==> src/rtl/text_stream_encoder_pkg.sv <==
// Shared constants and types for the text stream encoder.
// Optional feature macro: TEXT_AUTO_SCROLL_EN (adds the SCROLL_UP state).
package text_pkg;

   localparam logic [4:0] GLYPH_SPACE   = 5'd26;
   localparam logic [4:0] GLYPH_PERIOD  = 5'd27;
   localparam logic [4:0] GLYPH_COMMA   = 5'd28;
   localparam logic [4:0] GLYPH_UNKNOWN = 5'd29;

   localparam logic [7:0] ASCII_NEWLINE  = 8'h0A;
   localparam logic [7:0] ASCII_FORMFEED = 8'h0C;

`ifdef TEXT_AUTO_SCROLL_EN
   typedef enum logic [1:0] {
      StIdle,
      StPad,
      StClear,
      StScrollUp
   } enc_state_e;
`else
   typedef enum logic [1:0] {
      StIdle,
      StPad,
      StClear
   } enc_state_e;
`endif

   typedef enum logic [1:0] {
      ScrollHold = 2'd0,
      ScrollDown = 2'd1,
      ScrollUp   = 2'd2
   } scroll_dir_t;

endpackage

==> src/rtl/text_stream_encoder_glyph_map.sv <==
// Combinational ASCII-to-glyph decoder with printable / newline / form-feed flags.
module ascii_glyph_map
   import text_pkg::*;
(
   input  logic [7:0] ascii_i,
   output logic [4:0] glyph_o,
   output logic       printable_o,
   output logic       newline_o,
   output logic       formfeed_o
);

   logic [7:0] offset;

   // Letters of either case share codes 0-25; other printables collapse to a few glyphs
   always_comb begin
      offset  = 8'h00;
      glyph_o = GLYPH_UNKNOWN;
      if (ascii_i >= 8'h41 && ascii_i <= 8'h5A) begin
         offset  = ascii_i - 8'h41;
         glyph_o = offset[4:0];
      end else if (ascii_i >= 8'h61 && ascii_i <= 8'h7A) begin
         offset  = ascii_i - 8'h61;
         glyph_o = offset[4:0];
      end else if (ascii_i == 8'h20) begin
         glyph_o = GLYPH_SPACE;
      end else if (ascii_i == 8'h2E) begin
         glyph_o = GLYPH_PERIOD;
      end else if (ascii_i == 8'h2C) begin
         glyph_o = GLYPH_COMMA;
      end
   end

   assign printable_o = (ascii_i >= 8'h20) && (ascii_i <= 8'h7E);
   assign newline_o   = (ascii_i == ASCII_NEWLINE);
   assign formfeed_o  = (ascii_i == ASCII_FORMFEED);

endmodule

==> src/rtl/text_stream_encoder.sv <==
// Text stream encoder: ASCII bytes in, one glyph strobe per text-buffer cell out.
// Newline pads the current row with spaces, form feed clears to the end of the buffer.
// Optional feature macro: TEXT_AUTO_SCROLL_EN (display scroll commands + SCROLL_UP state).
module text_stream_encoder
   import text_pkg::*;
#(
   parameter int unsigned COLS     = 32,
   parameter int unsigned DEPTH    = 1024,
   parameter int unsigned VIS_ROWS = 16
) (
   input  logic                       clk_in,
   input  logic                       rst_n_in,
   input  logic                       ascii_valid_in,
   input  logic [7:0]                 ascii_in,
   output logic                       ascii_ready_out,
   output logic                       data_valid_out,
   output logic [4:0]                 data_out,
   output logic [1:0]                 scroll_dir_out,
   output logic [$clog2(DEPTH)-1:0]   pos_out
);

   localparam int unsigned PosW       = $clog2(DEPTH);
   localparam int unsigned ColW       = $clog2(COLS);
   localparam int unsigned ScrollRows = DEPTH / COLS - VIS_ROWS;

   enc_state_e       state_q, state_d;
   logic [PosW-1:0]  pos_q, pos_d;
   logic             valid_q, valid_d;
   logic [4:0]       data_q, data_d;
   logic             ready_q, ready_d;

   logic [4:0]       map_glyph;
   logic             map_printable;
   logic             map_newline;
   logic             map_formfeed;
   logic             xfer;
   logic             emit;
   logic [4:0]       emit_glyph;

   ascii_glyph_map u_glyph_map (
      .ascii_i     (ascii_in),
      .glyph_o     (map_glyph),
      .printable_o (map_printable),
      .newline_o   (map_newline),
      .formfeed_o  (map_formfeed)
   );

   assign xfer = ascii_valid_in && ready_q;

`ifdef TEXT_AUTO_SCROLL_EN
   localparam int unsigned CntW = $clog2(ScrollRows + 1);
   scroll_dir_t      scroll_q, scroll_d;
   logic [CntW-1:0]  cnt_q, cnt_d;
`endif

   // Next-state: the first pad/clear space issues on the transfer itself so the
   // strobe lands one cycle after the byte; the fill states exit one cycle after
   // their last strobe, which keeps ready low through that final strobe.
   always_comb begin
      state_d    = state_q;
      pos_d      = pos_q;
      valid_d    = 1'b0;
      data_d     = data_q;
      emit       = 1'b0;
      emit_glyph = GLYPH_SPACE;
`ifdef TEXT_AUTO_SCROLL_EN
      scroll_d   = ScrollHold;
      cnt_d      = cnt_q;
`endif
      unique case (state_q)
         StIdle: begin
            if (xfer) begin
               if (map_printable) begin
                  emit       = 1'b1;
                  emit_glyph = map_glyph;
               end else if (map_newline && (pos_q[ColW-1:0] != '0)) begin
                  emit    = 1'b1;
                  state_d = StPad;
               end else if (map_formfeed) begin
                  emit    = 1'b1;
                  state_d = StClear;
               end
            end
         end
         StPad: begin
            if (pos_q[ColW-1:0] != '0) emit = 1'b1;
            else                       state_d = StIdle;
         end
         StClear: begin
            if (pos_q != '0) emit = 1'b1;
            else             state_d = StIdle;
         end
`ifdef TEXT_AUTO_SCROLL_EN
         StScrollUp: begin
            if (cnt_q != CntW'(ScrollRows)) begin
               scroll_d = ScrollUp;
               cnt_d    = cnt_q + 1'b1;
            end else begin
               state_d = StIdle;
            end
         end
`endif
         default: state_d = StIdle;
      endcase

      if (emit) begin
         valid_d = 1'b1;
         data_d  = emit_glyph;
         pos_d   = pos_q + 1'b1;
`ifdef TEXT_AUTO_SCROLL_EN
         if (pos_d == '0) begin
            state_d = StScrollUp;
            cnt_d   = '0;
         end else if ((pos_d[ColW-1:0] == '0) &&
                      (32'(pos_d[PosW-1:ColW]) >= VIS_ROWS)) begin
            scroll_d = ScrollDown;
         end
`endif
      end

      ready_d = (state_d == StIdle);
   end

   // State and registered outputs
   always_ff @(posedge clk_in or negedge rst_n_in) begin
      if (!rst_n_in) begin
         state_q <= StIdle;
         pos_q   <= '0;
         valid_q <= 1'b0;
         data_q  <= '0;
         ready_q <= 1'b0;
      end else begin
         state_q <= state_d;
         pos_q   <= pos_d;
         valid_q <= valid_d;
         data_q  <= data_d;
         ready_q <= ready_d;
      end
   end

`ifdef TEXT_AUTO_SCROLL_EN
   // Scroll command register and SCROLL_UP row counter
   always_ff @(posedge clk_in or negedge rst_n_in) begin
      if (!rst_n_in) begin
         scroll_q <= ScrollHold;
         cnt_q    <= '0;
      end else begin
         scroll_q <= scroll_d;
         cnt_q    <= cnt_d;
      end
   end

   assign scroll_dir_out = scroll_q;
`else
   assign scroll_dir_out = ScrollHold;
`endif

   assign ascii_ready_out = ready_q;
   assign data_valid_out  = valid_q;
   assign data_out        = data_q;
   assign pos_out         = pos_q;

endmodule

==> config.mk <==
export PLATFORM = sky130hd
export DESIGN_NAME = text_stream_encoder
export DESIGN_NICKNAME = d
export VERILOG_FILES = /design/src/rtl/text_stream_encoder_pkg.sv /design/src/rtl/text_stream_encoder_glyph_map.sv /design/src/rtl/text_stream_encoder.sv
export SDC_FILE = /design/constraint.sdc
export NUM_CORES = 1
export LEC_CHECK = 0
export BUFFER_PORTS_ARGS = -buffer_cell sky130_fd_sc_hd__buf_2
export CAP_MARGIN = 20
export CORE_UTILIZATION = 50
export CTS_BUF_LIST = sky130_fd_sc_hd__clkbuf_4 sky130_fd_sc_hd__clkbuf_8
export DETAILED_ROUTE_END_ITERATION = 10
export PLACE_DENSITY = 0.75
export REMOVE_ABC_BUFFERS = 1
export SLEW_MARGIN = 20
export SYNTH_ARGS = -nofsm -noshare
export SYNTH_HDL_FRONTEND = slang
export SYNTH_HIERARCHICAL = 1
export SYNTH_SLANG_ARGS = --single-unit
==> constraint.sdc <==
create_clock -name clk_in -period 2.42 [get_ports clk_in]
set_input_delay 0.242 -clock clk_in [delete_from_list [all_inputs] [get_ports clk_in]]
set_output_delay 0.242 -clock clk_in [all_outputs]
set_load 0.03 [all_outputs]
* Yosys cells after proc, flatten, opt, wreduce, memory -nomap -nowiden *
Index checks and enable logic that the tools add are counted.

word-level totals
  output and inout port bits = 19
  bits in registers = 19
  bits of input ports = 11
  logic and storage cells = 53

cells by class
  equal/unequal tests = 7
  multiplexer cells = 23
  reductions and logical operators = 9
  $lt $le $gt $ge = 6
  $add $sub $neg = 3

operators by type and width
  kind                     count
  $mux W5                  7
  $eq A8 B6 Y1 const B     3
  $le A8 B7 Y1 const B     3
  $eq A8 B4 Y1 const B     2
  $ge A8 B7 Y1 const B     2
  $mux W2                  6
  $add A10 B1 Y10 const B  1
  $reduce_bool A10 Y1      1
  $sub A5 B1 Y5 const B    2
  $ge A8 B6 Y1 const B     1
  $mux W1                  8
  $pmux W2 S3              1
  $logic_and A1 B1 Y1      5
  $reduce_bool A5 Y1       1
  $logic_not A2 Y1         2
  $pmux W1 S3              1
  $eq A2 B1 Y1 const B     1
  $eq A2 B2 Y1 const B     1

* Depth between registers and ports, before layout *
Gate-level depths: netlist of run 1.

  word-level depth = 9
  depth in mapped cells = 8
  gate-level depth less buffers = 8

* Cells and area by module *
The synthesis of run 1 kept the hierarchy.

by module, submodules not included
  module               cells an instance  seq. area each (um^2)  instances  area an instance (um^2)
  text_stream_encoder  102                475.5                  1          1,061.0
  ascii_glyph_map      43                 0.0                    1          305.3

* Worst setup path after synthesis of run 1 *
No wires, ideal clock.

  path type = flip-flop to flip-flop
  start = register pos_q[0] (netlist: pos_out[0])
  end = register pos_q[1] (netlist: pos_out[1])
  stages on the path, launching flop included = 7
  library setup time = 125 ps
  data arrival time = 2,103 ps
  buffers on the path = 0
  data required time = 2,295 ps
  setup slack = 192 ps
  clock period less this slack = 2,228 ps
  cell sequence = dfrtp_1 > inv_1 > ha_1 > or4b_4 > o31ai_4 > a21oi_2 > mux2_4

between the ends
  word-level cells in the longest chain between the ends = 6
  elaborated cells between the ends (all ways) = 10
  those cells by class = 1 x add/sub; 6 x mux; 3 x reduce/logical

ends and longest elaborated chain
  item                    RTL line                                              source
  from (decl)             text_stream_encoder.sv:27                             logic [PosW-1:0] pos_q, pos_d;
  from (signal assigned)  text_stream_encoder.sv:134                            pos_q <= pos_d;
  $reduce_bool A5 Y1      text_stream_encoder.sv:76, text_stream_encoder.sv:86
  $logic_and A1 B1 Y1     text_stream_encoder.sv:76                             end else if (map_newline && (pos_q[ColW-1:0] != '0)) begin
  $mux W1                 text_stream_encoder.sv:76
  $mux W1                 text_stream_encoder.sv:73                             if (map_printable) begin
  $mux W1                 text_stream_encoder.sv:72                             if (xfer) begin
  $pmux W1 S3 *           text_stream_encoder.sv:70                             unique case (state_q)
  via emit                text_stream_encoder.sv:37                             logic emit;

The timed path passes the listed nets; every way through them passes the cells marked *.
A chain may end at the register's enable or synchronous reset.

* Worst setup path in the final report of run 1 *
  start = register pos_q[0] (netlist: pos_out[0])
  end = register data_q[1] (netlist: data_out[1])

between the ends
  word-level cells in the longest chain between the ends = 6
  elaborated cells between the ends (all ways) = 9
  those cells by class = 6 x mux; 3 x reduce/logical

ends and longest elaborated chain
  item                  RTL line                                              source
  $reduce_bool A5 Y1    text_stream_encoder.sv:76, text_stream_encoder.sv:86
  $logic_and A1 B1 Y1   text_stream_encoder.sv:76
  $mux W1               text_stream_encoder.sv:76
  $mux W1               text_stream_encoder.sv:73
  $mux W1               text_stream_encoder.sv:72
  $pmux W1 S3 *         text_stream_encoder.sv:70
  via emit              text_stream_encoder.sv:37
  to (signal assigned)  text_stream_encoder.sv:136                            data_q <= data_d;
  to (decl)             text_stream_encoder.sv:29                             logic [4:0] data_q, data_d;

Marked as above.

==> results_dict.tcl, run 1 <==
set metrics [dict create \
    ys_ff_latch 19 \
    fin_crit_sh_pct 92.5 \
    finalCriticalPeriod_ns 2.24 \
    max_slew_margin_pct 64.9 \
    drc_errors 0 \
    rsz0062_at_grt "no" \
    critPathMaxStageDelay_ns 0.51 \
    maxSlewViolCount 0 \
    clk_pin_slew_worst_paths_ns 0.11 \
    antenna_cells 0 \
    peakVddDrop_mv 0.590 \
    post_cts_buffers 0 \
    end_kind "flip-flop" \
    seq_area_frac_synth_pct 34.8 \
    crit_chain "inv_1 -> ha_1 -> or4b_4 -> a22oi_2 -> a21oi_2 -> buf_4 -> o22a_1" \
    criticalPathCategory "flip-flop to flip-flop" \
    cts_root_buf "clkbuf_4" \
    fmax_ghz 0.447 \
    cts_tree "done" \
    final_nets 190 \
    htreeDepth 1 \
    wirelength_um 3180 \
    synth-edff-count 0 \
    vias 1229 \
    drive_gt1_share_pct 26.2 \
    grt_pass1_vias 1141 \
    avgViaCountPerCell 6.08 \
    synth_async_sr_flop_share_pct 100 \
    drt_iter0_drc 33 \
    num_io_pins 30 \
    synthFlopType "dfrtp_1" \
    grt_max_degree 20 \
    holdCritPathClass "primary input to flip-flop" \
    clock_latency_ns 0.30 \
    wl_per_cell_um 15.7 \
    required_ns 2.62 \
    grt_pass1_wl_um 5160 \
    dieArea_um2 2950 \
    crit_path_end "data_out[1]$_DFFE_PN0P_" \
    coreArea_um2 2520 \
    ff2ff_path_depth 7 \
    ys.warnings.count 6 \
    ys_types 52 \
    setup_viol 0 \
    ant_nets 0 \
    skew_ns 0.00505 \
    drv_cap 0 \
    fin_area_um2 1540 \
    crit_slowest_cell "or4b_4" \
    clockBufferDepth 2 \
    crit_path_start_kind "flip-flop" \
    grt-ovfl-total 0 \
    yosys.area.top_type "dfrtp_1" \
    r2r_start "pos_out[0]$_DFFE_PN0P_" \
    dieWidth_um 54.3 \
    netlist_instances 145 \
    tightest_slew_ns 0.522 \
    die_h_um 54.3 \
    antenna_found_initial 0 \
    place_area_um2 1500 \
    io_buffers 27 \
    cp.arrival_ns 2.44 \
    cts.sinks 19 \
    syn_area_per_cell_um2 9.42 \
    numCtsBuffers 3 \
    finalSetupTns_ns 0 \
    status "complete, no violations" \
    synth.cell_area_um2 1370 \
    leakage_uw 0.000690 \
    syn_to_final_growth_pct 12.7 \
    r2r-end "data_out[1]$_DFFE_PN0P_" \
    ys_top_cells_by_area "dfrtp_1, ha_1, xor2_1" \
    hold_viol 0 \
    startpoint "pos_out[0]$_DFFE_PN0P_" \
    dr.pass1.iters 4 \
    grt_usage_pct 24.6 \
    yosysTopAreaCellShare_pct 34.8 \
    crit_fanout 7 \
    place_congestion 0.855 \
    start_util_pct 54.2 \
    std_cell_rows 18 \
    dpl.hpwl_um 2390 \
    powerDensity_nw_per_um2 731 \
    rrSetupSlack_ns 0.18 \
]
layer usage:
metal / global-route usage, % / vias to the layer above / routed length (um)
li1: - / 595 / -
met1: 32.0 / 599 / 1490
met2: 39.4 / 33 / 1520
met3: 6.39 / 2 / 151
met4: 8.12 / 0 / 20
met5: 0 / - / 0
cells by family (layout without fill, tap and decap cells):
family          after synthesis  count (layout)  synth area share, %
simple gates                 55              55                 24.2
mux                           1               1                 1.10
compound gates               35              35                 20.9
fa+ha+maj                     6               6                 5.49
buf+inv                      19              45                 7.51
other cells                   1               2                0.274
flops                        19              19                 34.8
xor+xnor                      9               9                 5.77
final cells by class:
class	instances	area (um^2)
clock buffers	3	22.5
clock inverters	1	7.51
fillers	218	982
inverters	10	37.5
multi-input cells	108	792
flip-flops and latches	19	475
well taps	30	37.5
repair buffers	31	168
power by group:
part | internal, uW | switching (uW) | total, uW | leakage, uW
registers | 383 | 97.8 | 480 | 0.000230
logic | 168 | 311 | 479 | 0.000447
clock network | 63.1 | 104 | 167 | 0.0000139
critical path: cells and delay by family, from the launching register on:
kind	cells	cell delay, ns
compound gates	3	0.70
simple gates	1	0.51
buf+inv	2	0.29
fa+ha+maj	1	0.18
flops	1	0.45
metrics by stage:
| step | total power, uW | hold WS [ns] | utilization, % | std cells | worst slack, ns |
|---|---|---|---|---|---|
| global route | 1190 | 0.322 | 61.1 | 202 | 0.0932 |
| CTS | 1130 | 0.320 | 61.1 | 202 | 0.207 |
| global placement | 933 | 0.199 | 59.5 | 197 | 0.245 |
| floorplan | 789 | -0.0536 | - | 137 | 0.0756 |
| detailed placement | 954 | 0.209 | 59.5 | 197 | 0.132 |
| finish | 1130 | 0.333 | 61.1 | 202 | 0.182 |
state kept, by name, summed over array words and instances, names as in the netlist:
register / cells
data_out: 5
state_q: 2
data_valid_out: 1
pos_out: 10
ascii_ready_out: 1
cells in the final DEF (no fill, tap or decap), drive strengths merged, types with 2 or more instances in the layout:
master | Yosys | final
nor3 | 5 | 5
o22a | 3 | 3
nand3 | 12 | 12
xnor2 | 2 | 2
or4b | 2 | 2
xor2 | 7 | 7
dfrtp | 19 | 19
o21ai | 2 | 2
nand4 | 5 | 5
conb | 1 | 2
or4 | 3 | 3
nand2b | 2 | 2
nor2 | 4 | 4
buf | 6 | 30
inv | 10 | 10
a21oi | 8 | 8
a211oi | 4 | 4
a21o | 2 | 2
nand2 | 8 | 8
or3 | 3 | 3
ha | 6 | 6
o31ai | 4 | 4
clkbuf | 3 | 3
synthesized netlist by cell type (2+ instances only):
master    instances
dfrtp_1          19
nand3_1          12
inv_1            10
nand2_1           8
xor2_1            7
a21oi_1           6
ha_1              6
nand4_1           5
nor3_1            5
a211oi_1          4
nor2_1            4
buf_6             3
clkbuf_1          3
o22a_1            3
o31ai_1           3
or3_1             3
a21o_1            2
a21oi_2           2
buf_4             2
nand2b_1          2
o21ai_0           2
or4_1             2
or4b_4            2
xnor2_1           2
repair_timing:
item	CTS	global route
gates resized for setup	0	0
hold buffers	1	0
hold endpoints to repair	19	0
worst min-delay path by stage:
stage	start	to	slack [ns]	cells past startpoint
after CTS	ascii_in[7]	data_out[0]$_DFFE_PN0P_	0.32	4
after global routing	ascii_in[7]	data_out[0]$_DFFE_PN0P_	0.32	4
final	ascii_in[7]	data_out[0]$_DFFE_PN0P_	0.33	4
after floorplan	rst_n_in	ascii_ready_out$_DFF_PN0_	-0.05	0
after global placement	rst_n_in	state_q[1]$_DFF_PN0_	0.20	1
after detailed placement	rst_n_in	state_q[0]$_DFF_PN0_	0.21	1
Power figures use the tool's default switching activity.
==> run 2: changes to the inputs <==
--- a/config.mk
+++ b/config.mk
@@ -5,12 +5,12 @@
 export SDC_FILE = /design/constraint.sdc
 export NUM_CORES = 1
 export LEC_CHECK = 0
-export BUFFER_PORTS_ARGS = -buffer_cell sky130_fd_sc_hd__buf_2
 export CAP_MARGIN = 20
 export CORE_UTILIZATION = 50
 export CTS_BUF_LIST = sky130_fd_sc_hd__clkbuf_4 sky130_fd_sc_hd__clkbuf_8
 export DETAILED_ROUTE_END_ITERATION = 10
-export PLACE_DENSITY = 0.75
+export DONT_BUFFER_PORTS = 1
+export PLACE_DENSITY = 0.66
 export REMOVE_ABC_BUFFERS = 1
 export SLEW_MARGIN = 20
 export SYNTH_ARGS = -nofsm -noshare
==> results_dict.tcl, run 2 (synthesized netlist as in run 1, its figures left out) <==
set metrics [dict create \
    status "complete, no violations" \
    finalCriticalPeriod_ns 2.20 \
    peakVddDrop_mv 0.708 \
    worst_slack_ns 0.221 \
    vias 1200 \
    rrSetupSlack_ns 0.22 \
    met3RoutedLength_um 253 \
    leakage_uw 0.000631 \
    grt-ovfl-total 0 \
    avgViaCountPerCell 6.52 \
    fmax_ghz 0.455 \
    io_buffers 0 \
    final_nets 172 \
    dr_wl_met2_um 1350 \
    finalNonFillerCells 184 \
    max_slew_margin_pct 42.0 \
    hold_path_startpoint "ascii_in[7]" \
    ff2ff_path_depth 7 \
    r2r_start "pos_out[0]$_DFFE_PN0P_" \
    cts_root_buf "clkbuf_4" \
    end_kind "flip-flop" \
    grt_max_degree 20 \
    final_common_cell "dfrtp_1" \
    whs_path_depth 3 \
    clk_pin_slew_worst_paths_ns 0.10 \
    std_cell_rows 18 \
    cts_tree "done" \
    maxSlewViolCount 0 \
    grt_pass1_wl_um 4790 \
    mostFrequentLayoutCells "dfrtp_1, nand3_1, buf_4, inv_1, nand2_1" \
    htreeDepth 1 \
    tightest_slew_ns 0.867 \
    wirelength_um 3020 \
    drive_gt1_share_pct 17.5 \
    place_congestion 0.880 \
    required_ns 2.61 \
    crit_path_start_kind "flip-flop" \
    coreArea_um2 2520 \
    antenna_cells 0 \
    hold_slack_ns 0.182 \
    syn_to_final_growth_pct 7.60 \
    antenna_found_initial 0 \
    dpl.hpwl_um 2240 \
    ant_nets 0 \
    post-place-ws_ns 0.251 \
    hold_viol 0 \
    start_util_pct 54.2 \
    powerDensity_nw_per_um2 744 \
    clockBufferDepth 2 \
    crit_fanout 7 \
    holdPathEnd "data_out[2]$_DFFE_PN0P_" \
    criticalPathCategory "flip-flop to flip-flop" \
    holdCritPathClass "primary input to flip-flop" \
    cp.arrival_ns 2.39 \
    numCtsBuffers 3 \
    place_area_um2 1430 \
    drv_cap 0 \
    skew_ns 0.00191 \
    fin_area_um2 1470 \
    dieArea_um2 2950 \
    finalSetupTns_ns 0 \
    setup_viol 0 \
    dieWidth_um 54.3 \
    cts.sinks 19 \
    dp.cells 179 \
    r2r-end "data_out[4]$_DFFE_PN0P_" \
    clock_latency_ns 0.30 \
    wl_per_cell_um 16.4 \
    drt_iter0_drc 50 \
    top_layer "met4" \
    dr.pass1.iters 5 \
    fin_crit_sh_pct 90.9 \
    largest_register_ffs 10 \
    met1Wirelength_um 1410 \
    rsz0062_at_grt "no" \
    grt_pass1_vias 1045 \
    grt_usage_pct 22.5 \
    die_h_um 54.3 \
    num_io_pins 30 \
    drc_errors 0 \
]
run 2: area by class of cell:
class	instances	area, um^2
Clock buffer	3	22.5
Clock inverter	1	5.00
Fill cell	225	1050
Inverter	10	37.5
Multi-Input combinational cell	108	792
Sequential cell	19	475
Tap cell	30	37.5
Timing Repair Buffer	13	100
run 2: critical path: stages (launching register included):
cell     delay [ns]
dfrtp_1        0.40
inv_1          0.09
ha_1           0.16
or4b_4         0.51
o31ai_4        0.40
a21oi_2        0.17
buf_4          0.18
o22a_1         0.19
run 2: metal layers:
metal | vias up | global-route usage [%]
met4 | 0 | 3.85
met2 | 63 | 32.3
li1 | 557 | -
met1 | 578 | 33.3
met3 | 2 | 6.67
met5 | - | 0
run 2: stage by stage:
stage / utilization, % / total power [uW]
after floorplan: - / 789
after global placement: 56.8 / 918
after detailed placement: 56.8 / 928
after CTS: 58.3 / 1100
after global routing: 58.3 / 1160
final: 58.3 / 1090
run 2: worst max path at each step:
| stage | cells after the start | slack [ns] | endpoint | from |
|---|---|---|---|---|
| global placement | 6 | 0.29 | pos_out[1]$_DFFE_PN0P_ | ascii_in[6] |
| CTS | 7 | 0.23 | data_out[4]$_DFFE_PN0P_ | pos_out[0]$_DFFE_PN0P_ |
| floorplan | 4 | 0.08 | pos_out[1]$_DFFE_PN0P_ | ascii_ready_out$_DFF_PN0_ |
| detailed placement | 7 | 0.25 | data_out[3]$_DFFE_PN0P_ | pos_out[0]$_DFFE_PN0P_ |
| finish | 7 | 0.22 | data_out[4]$_DFFE_PN0P_ | pos_out[0]$_DFFE_PN0P_ |
| global route | 7 | 0.11 | data_out[4]$_DFFE_PN0P_ | pos_out[0]$_DFFE_PN0P_ |
run 2: repair_timing:
item	CTS	global route
endpoints found under the setup margin	0	0
gates resized for setup	0	0
endpoints found under the hold margin	19	0
buffers inserted	0	0
hold buffers	1	0
run 2: power by group:
part	leakage, uW	switching [uW]	internal (uW)	total (uW)
sequential	0.000230	92.7	383	475
clock	0.0000177	95.5	61.6	157
combinational	0.000383	293	168	461
total	0.000631	481	613	1090
